==> config.mk <==
export PLATFORM = sky130hd
export DESIGN_NAME = pipeline_hazard_controller
export DESIGN_NICKNAME = d
export VERILOG_FILES = /design/src/rtl/pipeline_hazard_controller.sv
export SDC_FILE = /design/constraint.sdc
export NUM_CORES = 1
export LEC_CHECK = 0
export ABC_CLOCK_PERIOD_IN_PS = 5700
export BUFFER_PORTS_ARGS = -buffer_cell sky130_fd_sc_hd__buf_4
export CORE_ASPECT_RATIO = 0.75
export CORE_MARGIN = 8
export CORE_UTILIZATION = 30
export DETAILED_ROUTE_END_ITERATION = 7
export REMOVE_ABC_BUFFERS = 1
export SETUP_SLACK_MARGIN = 0.05
export SLEW_MARGIN = 5
export SYNTH_ARGS = -nofsm -noshare
export SYNTH_HDL_FRONTEND = slang
export SYNTH_SLANG_ARGS = --single-unit
==> constraint.sdc <==
create_clock -name clk -period 5.7 [get_ports clk]
set_clock_uncertainty 0.2 [all_clocks]
set_input_delay 0.57 -clock clk [delete_from_list [all_inputs] [get_ports clk]]
set_output_delay 0.57 -clock clk [all_outputs]
set_load 0.02 [all_outputs]
==> src/rtl/pipeline_hazard_controller.sv <==
// Pipeline hazard sequencer: per-stage write enables and bubble controls for
// load-use hazards, MEM-stage redirects and multi-cycle RAM accesses, with a
// RAM wait watchdog that parks the pipeline in HALT.
// Optional macro HAZARD_PERF_COUNTERS_EN adds saturating performance counters.
module pipeline_hazard_controller #(
    parameter int unsigned WAIT_CNT_WIDTH = 8,
    parameter int unsigned WAIT_TIMEOUT   = 255,
    parameter int unsigned PERF_WIDTH     = 32
) (
    input  logic       clk,
    input  logic       reset,
    input  logic [4:0] id_rs1_address,
    input  logic [4:0] id_rs2_address,
    input  logic       id_uses_rs1,
    input  logic       id_uses_rs2,
    input  logic [4:0] ex_rd_address,
    input  logic       ex_reg_wren,
    input  logic       ex_is_load,
    input  logic       mem_ram_req,
    input  logic       ram_ready,
    input  logic       mem_redirect,
    output logic       pc_wren,
    output logic       if_id_wren,
    output logic       id_ex_wren,
    output logic       ex_mem_wren,
    output logic       mem_wb_wren,
    output logic       if_id_flush,
    output logic       id_ex_flush,
    output logic       ex_mem_flush,
    output logic       mem_wb_flush,
    output logic       mem_timeout,
    output logic       stall_active
`ifdef HAZARD_PERF_COUNTERS_EN
    ,
    output logic [PERF_WIDTH-1:0] perf_stall_cycles,
    output logic [PERF_WIDTH-1:0] perf_flushes,
    output logic [PERF_WIDTH-1:0] perf_load_use
`endif
);

    typedef enum logic [1:0] {StRun, StMemWait, StHalt} state_t;

    state_t                    state_q, state_d;
    logic [WAIT_CNT_WIDTH-1:0] wait_cnt_q, wait_cnt_d;
    logic                      timeout_d;
    logic                      load_use;
    logic                      ram_stall;

    // Load-use match between the load in EX and the source operands in ID.
    always_comb begin
        load_use = ex_is_load && ex_reg_wren && (ex_rd_address != 5'd0) &&
                   ((id_uses_rs1 && (id_rs1_address == ex_rd_address)) ||
                    (id_uses_rs2 && (id_rs2_address == ex_rd_address)));
    end

    // Output decode and next-state logic; reset forces every control low.
    always_comb begin
        pc_wren      = 1'b0;
        if_id_wren   = 1'b0;
        id_ex_wren   = 1'b0;
        ex_mem_wren  = 1'b0;
        mem_wb_wren  = 1'b0;
        if_id_flush  = 1'b0;
        id_ex_flush  = 1'b0;
        ex_mem_flush = 1'b0;
        mem_wb_flush = 1'b0;
        stall_active = 1'b0;
        ram_stall    = 1'b0;
        state_d      = state_q;
        wait_cnt_d   = wait_cnt_q;
        timeout_d    = mem_timeout;
        if (!reset) begin
            case (state_q)
                StHalt: begin
                    stall_active = 1'b1;
                end
                default: begin
                    // In MEM_WAIT the outstanding access is implied, so only ram_ready matters.
                    ram_stall = ((state_q == StMemWait) || mem_ram_req) && !ram_ready;
                    if (ram_stall) begin
                        mem_wb_wren  = 1'b1;
                        mem_wb_flush = 1'b1;
                        stall_active = 1'b1;
                        if (state_q == StRun) begin
                            state_d    = StMemWait;
                            wait_cnt_d = WAIT_CNT_WIDTH'(1);
                        end else if (wait_cnt_q == WAIT_CNT_WIDTH'(WAIT_TIMEOUT)) begin
                            state_d   = StHalt;
                            timeout_d = 1'b1;
                        end else begin
                            wait_cnt_d = wait_cnt_q + WAIT_CNT_WIDTH'(1);
                        end
                    end else begin
                        state_d      = StRun;
                        wait_cnt_d   = '0;
                        pc_wren      = 1'b1;
                        if_id_wren   = 1'b1;
                        id_ex_wren   = 1'b1;
                        ex_mem_wren  = 1'b1;
                        mem_wb_wren  = 1'b1;
                        if (mem_redirect) begin
                            if_id_flush  = 1'b1;
                            id_ex_flush  = 1'b1;
                            ex_mem_flush = 1'b1;
                        end else if (load_use) begin
                            pc_wren      = 1'b0;
                            if_id_wren   = 1'b0;
                            id_ex_flush  = 1'b1;
                            stall_active = 1'b1;
                        end
                    end
                end
            endcase
        end
    end

    // FSM state, RAM wait counter and sticky timeout flag.
    always_ff @(posedge clk or posedge reset) begin
        if (reset) begin
            state_q     <= StRun;
            wait_cnt_q  <= '0;
            mem_timeout <= 1'b0;
        end else begin
            state_q     <= state_d;
            wait_cnt_q  <= wait_cnt_d;
            mem_timeout <= timeout_d;
        end
    end

`ifdef HAZARD_PERF_COUNTERS_EN
    // Saturating event counters; if_id_flush is only raised by a redirect and
    // id_ex_flush without if_id_flush is only raised by a load-use bubble.
    always_ff @(posedge clk or posedge reset) begin
        if (reset) begin
            perf_stall_cycles <= '0;
            perf_flushes      <= '0;
            perf_load_use     <= '0;
        end else begin
            if (stall_active && (perf_stall_cycles != '1)) begin
                perf_stall_cycles <= perf_stall_cycles + PERF_WIDTH'(1);
            end
            if (if_id_flush && (perf_flushes != '1)) begin
                perf_flushes <= perf_flushes + PERF_WIDTH'(1);
            end
            if (id_ex_flush && !if_id_flush && (perf_load_use != '1)) begin
                perf_load_use <= perf_load_use + PERF_WIDTH'(1);
            end
        end
    end
`endif

endmodule

---- Yosys cells after proc, flatten, opt, wreduce, memory -nomap -nowiden ----
Cells that the tools add are included.
word-level totals
  register bits after elaboration ......... 11
  bits of input ports ..................... 24
  output and inout port bits .............. 11
  word-level logic and storage cells ...... 60
cells by class
  add/subtract/negate cells ............... 1
  eq/ne operators ......................... 7
  mux-type cells .......................... 32
  bitwise logic cells ..................... 3
  reductions and logical operators ........ 14
operators with widths
  operator               number
  $mux W1                26
  $mux W8                3
  $eq A5 B5 Y1           2
  $add A8 B1 Y8 const B  1
  $eq A8 B8 Y1 const B   1
  $logic_and A1 B1 Y1    6
  $mux W2                3
  $reduce_and A3 Y1      2
  $reduce_and A5 Y1      1
  $reduce_bool A5 Y1     1
  $ne A3 B1 Y1 const B   1
  $ne A3 B3 Y1 const B   1
  $not A1 Y1             3
  $eq A2 B1 Y1 const B   1
  $eq A2 B2 Y1 const B   1
  $logic_not A2 Y1       1
  $logic_or A1 B1 Y1     2
  $logic_not A1 Y1       1

---- Depth between registers and ports, before layout ----
Gate-level depths: netlist of the first run.
  depth after elaboration ................. 9
  mapped depth ............................ 7
  depth with buffers taken out ............ 5

---- Worst setup path after synthesis of the first run ----
No wires, ideal clock.
  kind .................................... input -> output
  start ................................... input port reset
  end ..................................... output port pc_wren
  arrival ................................. 2,258 ps
  data required time ...................... 4,930 ps
  setup slack ............................. 2,672 ps
  stages .................................. 7
  path buffers ............................ 3
  cell sequence ........................... clkbuf_1 -> inv_1 -> nand2_1 -> clkbuf_1 -> nor2_1 -> o31a_1 -> buf_4
between the ends
  word-level cells in the longest chain between the ends .. 1
ends and longest elaborated chain
  what         line  source
  from (decl)  11    input logic reset,
  $mux W1      --
  to (decl)    22    output logic pc_wren,
Every way passes these cells.

---- Worst setup path in the final report of the first run ----
  start ................................... input port reset
  end ..................................... output port id_ex_flush
between the ends
  word-level cells in the longest chain between the ends .. 1
ends and longest elaborated chain
  what       line  source
  $mux W1    72    if (!reset) begin
  to (decl)  28    output logic id_ex_flush,
Every way passes these cells.

==> results of run 1 <==
logic make-up after synthesis:
logic type | count (synthesis) | share of synthesized area (%)
simple gates | 44 | 27.1
buf+inv | 13 | 7.29
flops | 11 | 29.7
xor+xnor | 10 | 9.45
compound gates | 27 | 20.8
mux | 4 | 4.32
fa+ha+maj | 1 | 1.35
worst max-delay path, delay by kind of cell:
family	cells	cell delay, ps
AND/OR/NAND/NOR	2	780
buffers and inverters	3	670
AO/OA/AOI/OAI	1	130
registers in the layout, indices dropped and copies added (netlist names):
| register | cells |
|---|---|
| mem_timeout | 1 |
| state_q | 2 |
| wait_cnt_q | 8 |
metrics by stage:
| stage | instance area (um^2) | std cells | total power [W] | hold WS [ps] |
|---|---|---|---|---|
| after CTS | 1230 | 178 | 0.000239 | 216 |
| after global routing | 1230 | 178 | 0.000251 | 245 |
| after detailed placement | 1180 | 174 | 0.000160 | 260 |
| after floorplan | 878 | 102 | 0.000127 | 244 |
| after global placement | 1180 | 174 | 0.000159 | 259 |
| final | 1230 | 178 | 0.000236 | 199 |
power groups by stage:
| stage | Sequential, W | Combinational, W | Clock (W) |
|---|---|---|---|
| after floorplan | 0.0000900 | 0.0000373 | 0 |
| after global placement | 0.0000920 | 0.0000672 | 0 |
| after detailed placement | 0.0000921 | 0.0000676 | 0 |
| after CTS | 0.0000909 | 0.0000678 | 0.0000804 |
| after global routing | 0.0000923 | 0.0000737 | 0.0000854 |
| final | 0.0000912 | 0.0000670 | 0.0000783 |
metal layers:
layer / wire length, um / track usage [%] / up-vias
li1: - / - / 466
met1: 1190 / 12.1 / 434
met2: 1260 / 15.8 / 14
met3: 103 / 3.21 / 4
met4: 14 / 2.71 / 0
met5: 0 / 0 / -
synth_stat cells (all sizes together), types with 2 or more instances:
master	instances	area, um^2
nand2	9	33.8
nor2b	2	12.5
inv	5	18.8
a21oi	4	20.0
dfrtp	11	275
mux2i	4	40.0
a211oi	2	15.0
nand4	2	12.5
a21boi	2	15.0
o21bai	2	15.0
nor4	6	43.8
nand3	4	25.0
o31ai	3	22.5
buf	5	37.5
or4	4	30.0
nor2	5	18.8
o21ai	3	15.0
xor2	8	70.1
xnor2	2	17.5
nand2b	4	25.0
clkbuf	3	11.3
or3	3	18.8
final timing paths:
kind                                from             to  slack [ps]
setup / recovery                   reset    id_ex_flush        2770
hold / removal                     reset  wait_cnt_q[0]         200
setup reg to reg           wait_cnt_q[0]  wait_cnt_q[5]        3440
hold reg to reg              mem_timeout    mem_timeout         270
max in group asynchronous          reset    mem_timeout        4760
min in group clk             mem_timeout    mem_timeout         270
final cells by class:
type | count | area, um^2 | share of cell area (%)
multi-input combinational | 86 | 584 | 47.7
sequential | 11 | 275 | 22.4
tap | 38 | 47.5 | 3.88
clock buffer | 4 | 45.0 | 3.67
inverter | 5 | 18.8 | 1.53
timing repair buffer | 34 | 255 | 20.8
cell usage in the layout, fill, tap and decap left out, drive strengths merged, types with 2 or more instances in the layout:
cell type  synthesis  layout
a211oi             2       2
a21oi              4       4
nor2               5       5
a21boi             2       2
o21ai              3       3
o21bai             2       2
nand3              4       4
clkbuf             3       4
o31ai              3       3
nor4               6       6
mux2i              4       4
or4                4       4
xnor2              2       2
nand2b             4       4
xor2               8       8
nand4              2       2
nor2b              2       2
nand2              9       9
or3                3       3
inv                5       5
buf                5      34
dfrtp             11      11
==> impl_results.md, run 1 <==
- Status: finished clean
- Clk root buf: clkbuf_8
- Final worst setup slack: between 2000 and 3000 ps
- Internal: about 0.00016 W
- Post-synthesis register bit count: 11
- Synthesized area: 927 um^2
- Nets: 166
- Die W: 80.2 um
- Syn_area_per_cell: about 8.4 um^2
- DRC viols: 0
- Comb power frac: approximately 28%
- EDFF count, synth: 0
- Final core utilization: a little over two fifths
- Hold Fails Final Rpt: 0
- Pin count of the biggest net entering global routing: 15
- Diode count: 0
- CP startpoint kind: primary input
- I/O Pins: 35
- Worst-Margin Slew: between 800 and 900 ps
- Routability cong.: 0.772
- Post-CTS sizing: 0
- Sequential area share after synthesis: 29.7%
- Leakage power total: 0.543 nW
- Clock Power Share: 33.1%
- RSZ-0062 raised after global routing: false
- Flop pwr share: 38.6%
- Worst path cell trace: buf_4, inv_1, nand2_1, or3_1, o21bai_1, buf_4
- Peak VDD IR: ~98 uV
- Worst Path Max Fanout: 14
- Setup Fix Bufs, Post-CTS: 0
- Final WL: ~2600 um
- Hold crit path type: primary input to async pin
- Total grt overflow: 0
- DR WL/cell: roughly 14 um
- # clock sinks: 11
- Initial antenna violation count: 0
- Initial core utilization: about a third
- Mapped Cells: 110
- Port Buffer Count: 34
- Total iterations of the first detailed-routing run: 4
- Cell Rows: 17
- Min Tclk post-route: 2930 ps
- Total number of vias: 918
- Maxcap violations: 0
- TritonCTS Buffers: 3
- Vias per cell: a little over 5
- Die height: approximately 64 um
- Ys flop type: dfrtp_1
- Clk_lat worst skew: roughly 240 ps
- First-pass GRT wire length: a little over 4000 um
- Iter 0 DRT Violations: 24
- Post-DP HPWL: around 2100 um
- Crit. End Element: output pin
- YS warnings: 0
- Core ar.: ~2900 um^2
- CP max stage cell: or3_1
- Asr flop ratio synth: 100%
- CTS tree: done
- CTS clk-pin slew, worst paths: approximately 50 ps
- Global Route Usage Sum: under 10%
- WP data arrival: about 2200 ps
- Max incr delay on CP: 430 ps
- Setup Viol. Count Final: 0
- Fillers: between 200 and 300
- Net Sw Frac: 30.7%
- Reg2Reg Depth: 5
- Crit path kind: primary input to output pin
- Setup TNS: 0 ps
- Final slew viol count: 0
- Vias in the first global route: 900
- Worst Setup Slack post-DPL: roughly 2700 ps
- CTS Hold Bufs: 0
- Period utilization: between 50% and 60%
- Power density over cell area: approximately 190 nW/um^2
- Clock Path Buffers: 2
- Net switching power: a little over 0.00007 W
- Share of cells above drive strength 1: between 20 and 30%
- Worst path most repeated cell: buf_4
- Routed Antenna Nets: 0
- Synth-to-Final Area Change: 32.3%
- H-tree depth: 1
- Synth unique cells: 42
- Max_slew headroom: 40.9%
- Worst Path Required: ~4900 ps
- Fmax: 0.341 GHz
- Die area: between 5000 and 6000 um^2
Note: power is estimated with default switching activity, not from simulation.
==> run 2: changes to the inputs <==
--- a/config.mk
+++ b/config.mk
@@ -5,7 +5,8 @@
 export SDC_FILE = /design/constraint.sdc
 export NUM_CORES = 1
 export LEC_CHECK = 0
-export ABC_CLOCK_PERIOD_IN_PS = 5700
+export ABC_AREA = 1
+export ABC_CLOCK_PERIOD_IN_PS = 2900
 export BUFFER_PORTS_ARGS = -buffer_cell sky130_fd_sc_hd__buf_4
 export CORE_ASPECT_RATIO = 0.75
 export CORE_MARGIN = 8
==> constraint.sdc (replaced) <==
create_clock -name clk -period 2.9 [get_ports clk]
set_clock_uncertainty 0.2 [all_clocks]
set_input_delay 0.29 -clock clk [delete_from_list [all_inputs] [get_ports clk]]
set_output_delay 0.29 -clock clk [all_outputs]
set_load 0.02 [all_outputs]
==> run 2 against run 1 <==
Compared with the run above: design area increased by 7.3%; utilization decreased by 0.62 points; clock-buffer cell count decreased by 1; area after synthesis increased by 5.4%; synthesized cell count increased by 37%; routed wire length decreased by 1.9%.
==> impl_results.md, run 2 <==
- Post-CTS sizing: 0 (unchanged)
- Fmax: roughly 0.43 GHz
- Global Route Usage Sum: 10.1% (+0.32 points)
- Initial antenna violation count: 0 (unchanged)
- Hold Fails Final Rpt: 0 (unchanged)
- DRC viols: 0 (unchanged)
- CP startpoint kind: primary input
- Crit. End Element: output pin
- Power density over cell area: 365 nW/um^2 (+89%)
- Status: finished clean
- Synthesized area: 977 um^2 (+5.4%)
- Setup Viol. Count Final: 0 (unchanged)
- H-tree depth: 1 (unchanged)
- I/O Pins: 35 (unchanged)
- Synth unique cells: 28 (-33%)
- Iter 0 DRT Violations: 52 (+120%)
- Min Tclk post-route: 2350 ps
- EDFF count, synth: 0 (unchanged)
- Reg2Reg Depth: 9 (+4)
- Worst-Margin Slew: 474 ps (-398 ps)
- Leakage power total: 0.752 nW (+39%)
- Diode count: 0 (unchanged)
- Nets: 213 (+28%)
- Synth-to-Final Area Change: 34.7%
- Cell taking the most area after synthesis: dfrtp_1
- Most frequent cells in the layout: 47 x nand2_1, 34 x buf_4, 25 x inv_1
- Crit path kind: primary input to output pin
- TritonCTS Buffers: 3 (unchanged)
- Clock Path Buffers: 2 (unchanged)
- Count leader, synth: nand2_1
- Die area: 5360 um^2 (+4.2%)
- Period utilization: 81.1%
- Mapped Cells: 151 (+37%)
- YS warnings: 0 (unchanged)
- Setup TNS: 0 ps (unchanged)
- Worst Path Max Fanout: 5 (-9)
- Share of cells above drive strength 1: 29.4% (+0.84 points)
- Final core utilization: 41.2% (-0.62 points)
- Commonest cells in the netlist: 47 x nand2_1, 25 x inv_1, 15 x nor2_1
- Final slew viol count: 0 (unchanged)
- Biggest regs: wait_cnt_q x8, state_q x2, mem_timeout x1
- Total grt overflow: 0 (unchanged)
- Routability cong.: 0.872 (+13%)
- R2R Setup Slk: 1070 ps (-2370 ps)
- Total iterations of the first detailed-routing run: 4 (unchanged)
- Hold Path Sink: wait_cnt_q[2]
- Vias in the first global route: 964 (+7.1%)
- Sequential area share after synthesis: 28.2% (-1.5 points)
- Worst Path Required: 2410 ps (-2520 ps)
- Hold Path Stages: 4
- Worst Setup Slack post-DPL: 987 ps (-1740 ps)
- # clock sinks: 11 (unchanged)
- Die height: 65.4 um (+2.0%)
- DR WL/cell: 11.1 um (-23%)
- Vias per cell: 4.28 (-17%)
- Reg2reg end: wait_cnt_q[7]
- Hold crit path type: primary input to register
- CTS clk-pin slew, worst paths: 50 ps (about the same)
- CTS tree: done
- First-pass GRT wire length: 4400 um (+7.2%)
- Port Buffer Count: 34 (unchanged)
- Initial core utilization: 30.6% (-1.0 points)
- Ys flop type: dfrtp_1
- Core ar.: 3200 um^2 (+9.0%)
- Syn_area_per_cell: 6.47 um^2 (-23%)
- DP Area: 1260 um^2 (+6.7%)
- Maxcap violations: 0 (unchanged)
- Number of flip-flops in the largest register: 8 (unchanged)
- Peak VDD IR: 329 uV (+240%)
- Die W: 81.9 um (+2.1%)
- Hold_sp: ram_ready
- Cell Rows: 18 (+1)
- WP data arrival: 1860 ps (-300 ps)
- RSZ-0062 raised after global routing: false
- Top cells by area, synth: dfrtp_1 28%, nand2_1 18%, inv_1 9.6%
- Clk_lat worst skew: 240 ps (about the same)
- Commonest non-fill, non-tap cell in the layout: nand2_1
- Post-DP HPWL: 2080 um (-1.3%)
- Final WL: 2520 um (-1.9%)
- Clk root buf: clkbuf_8
- Total number of vias: 971 (+5.8%)
- Largest reg by FF count: wait_cnt_q
- Post-synthesis register bit count: 11 (unchanged)
- Routed Antenna Nets: 0 (unchanged)
- Asr flop ratio synth: 100% (unchanged)
- Fin area: 1320 um^2 (+7.3%)
- Max_slew headroom: 68.4% (+27 points)
- FF-to-FF Start: wait_cnt_q[0]
- Share of the synthesized area in the top cell type: 28.2% (-1.5 points)
- Pin count of the biggest net entering global routing: 13 (-2)
- Final worst setup slack: 549 ps (-2220 ps)
[run 2: cell types whose count changed after synthesis, sizes merged, moves of 4 or more]
cell / change
nand2: +40
inv: +22
nor2: +16
nand3: +8
nor4: -6
o21ai: +5
xor2: -5
mux2i: -4
nand2b: -4
or4: -4
[run 2: worst max-delay path: stages]
cell and delay, ps:
dlygate4sd3_1 530, buf_4 150, nor2_4 130, inv_2 80, nor2_1 240, inv_1 90, nor2_1 160, buf_4 170
[run 2: cell families (layout without fill, tap and decap cells)]
group,count (synthesis),count (layout),share of synthesized area (%)
flip-flops,11,11,28.2
AND/OR/NAND/NOR,89,89,42.6
adder cells (fa/ha/maj),1,1,1.28
AO/OA/AOI/OAI,15,15,11.3
buffers and inverters,32,68,14.0
XOR/XNOR,3,3,2.69
[run 2: report_power, final]
part           switching (W)  internal [W]  total (W)  leakage, nW
combinational      0.0000866     0.0000646   0.000151        0.579
sequential        0.00000830      0.000163   0.000172        0.148
clock              0.0000632     0.0000948   0.000158       0.0255
[run 2: timing repair]
action,in CTS,in global routing
hold buffers,1,0
setup buffers,0,0
endpoints found under the setup margin,0,0
endpoints found under the hold margin,11,0
[run 2: metal layers]
layer | routed length (um) | vias to the layer above | share of wire (%) | GRT usage, %
li1 | - | 537 | - | -
met1 | 1310 | 407 | 52 | 14.8
met2 | 1030 | 27 | 41 | 14.0
met3 | 173 | 0 | 6.9 | 3.68
met4 | 0 | 0 | 0 | 1.31
met5 | 0 | - | 0 | 0
[run 2: stage by stage]
stage                     std cells  power [W]  hold WS [ps]
after floorplan                 148   0.000257         -49.3
after global placement          222   0.000326           169
after detailed placement        222   0.000326           173
after CTS                       227   0.000487           178
after global routing            227   0.000509           199
final                           227   0.000481           178
[run 2: worst max-delay path by stage]
| stage | slack, ps | start | endpoint |
|---|---|---|---|
| final | 550 | reset | ex_mem_flush |
| after global routing | 430 | reset | ex_mem_flush |
| after CTS | 540 | reset | ex_mem_flush |
| after detailed placement | 990 | state_q[1] | ex_mem_flush |
| after global placement | 1000 | state_q[1] | ex_mem_flush |
| after floorplan | 320 | state_q[1] | ex_mem_flush |
[run 2: final cells by class]
class                      count  area (um^2)
tap                           40         50.0
multi-input combinational    108          566
fill                         350         1880
sequential                    11          275
timing repair buffer          35          265
inverter                      29          114
clock inverter                 1         5.00
clock buffer                   3         41.3
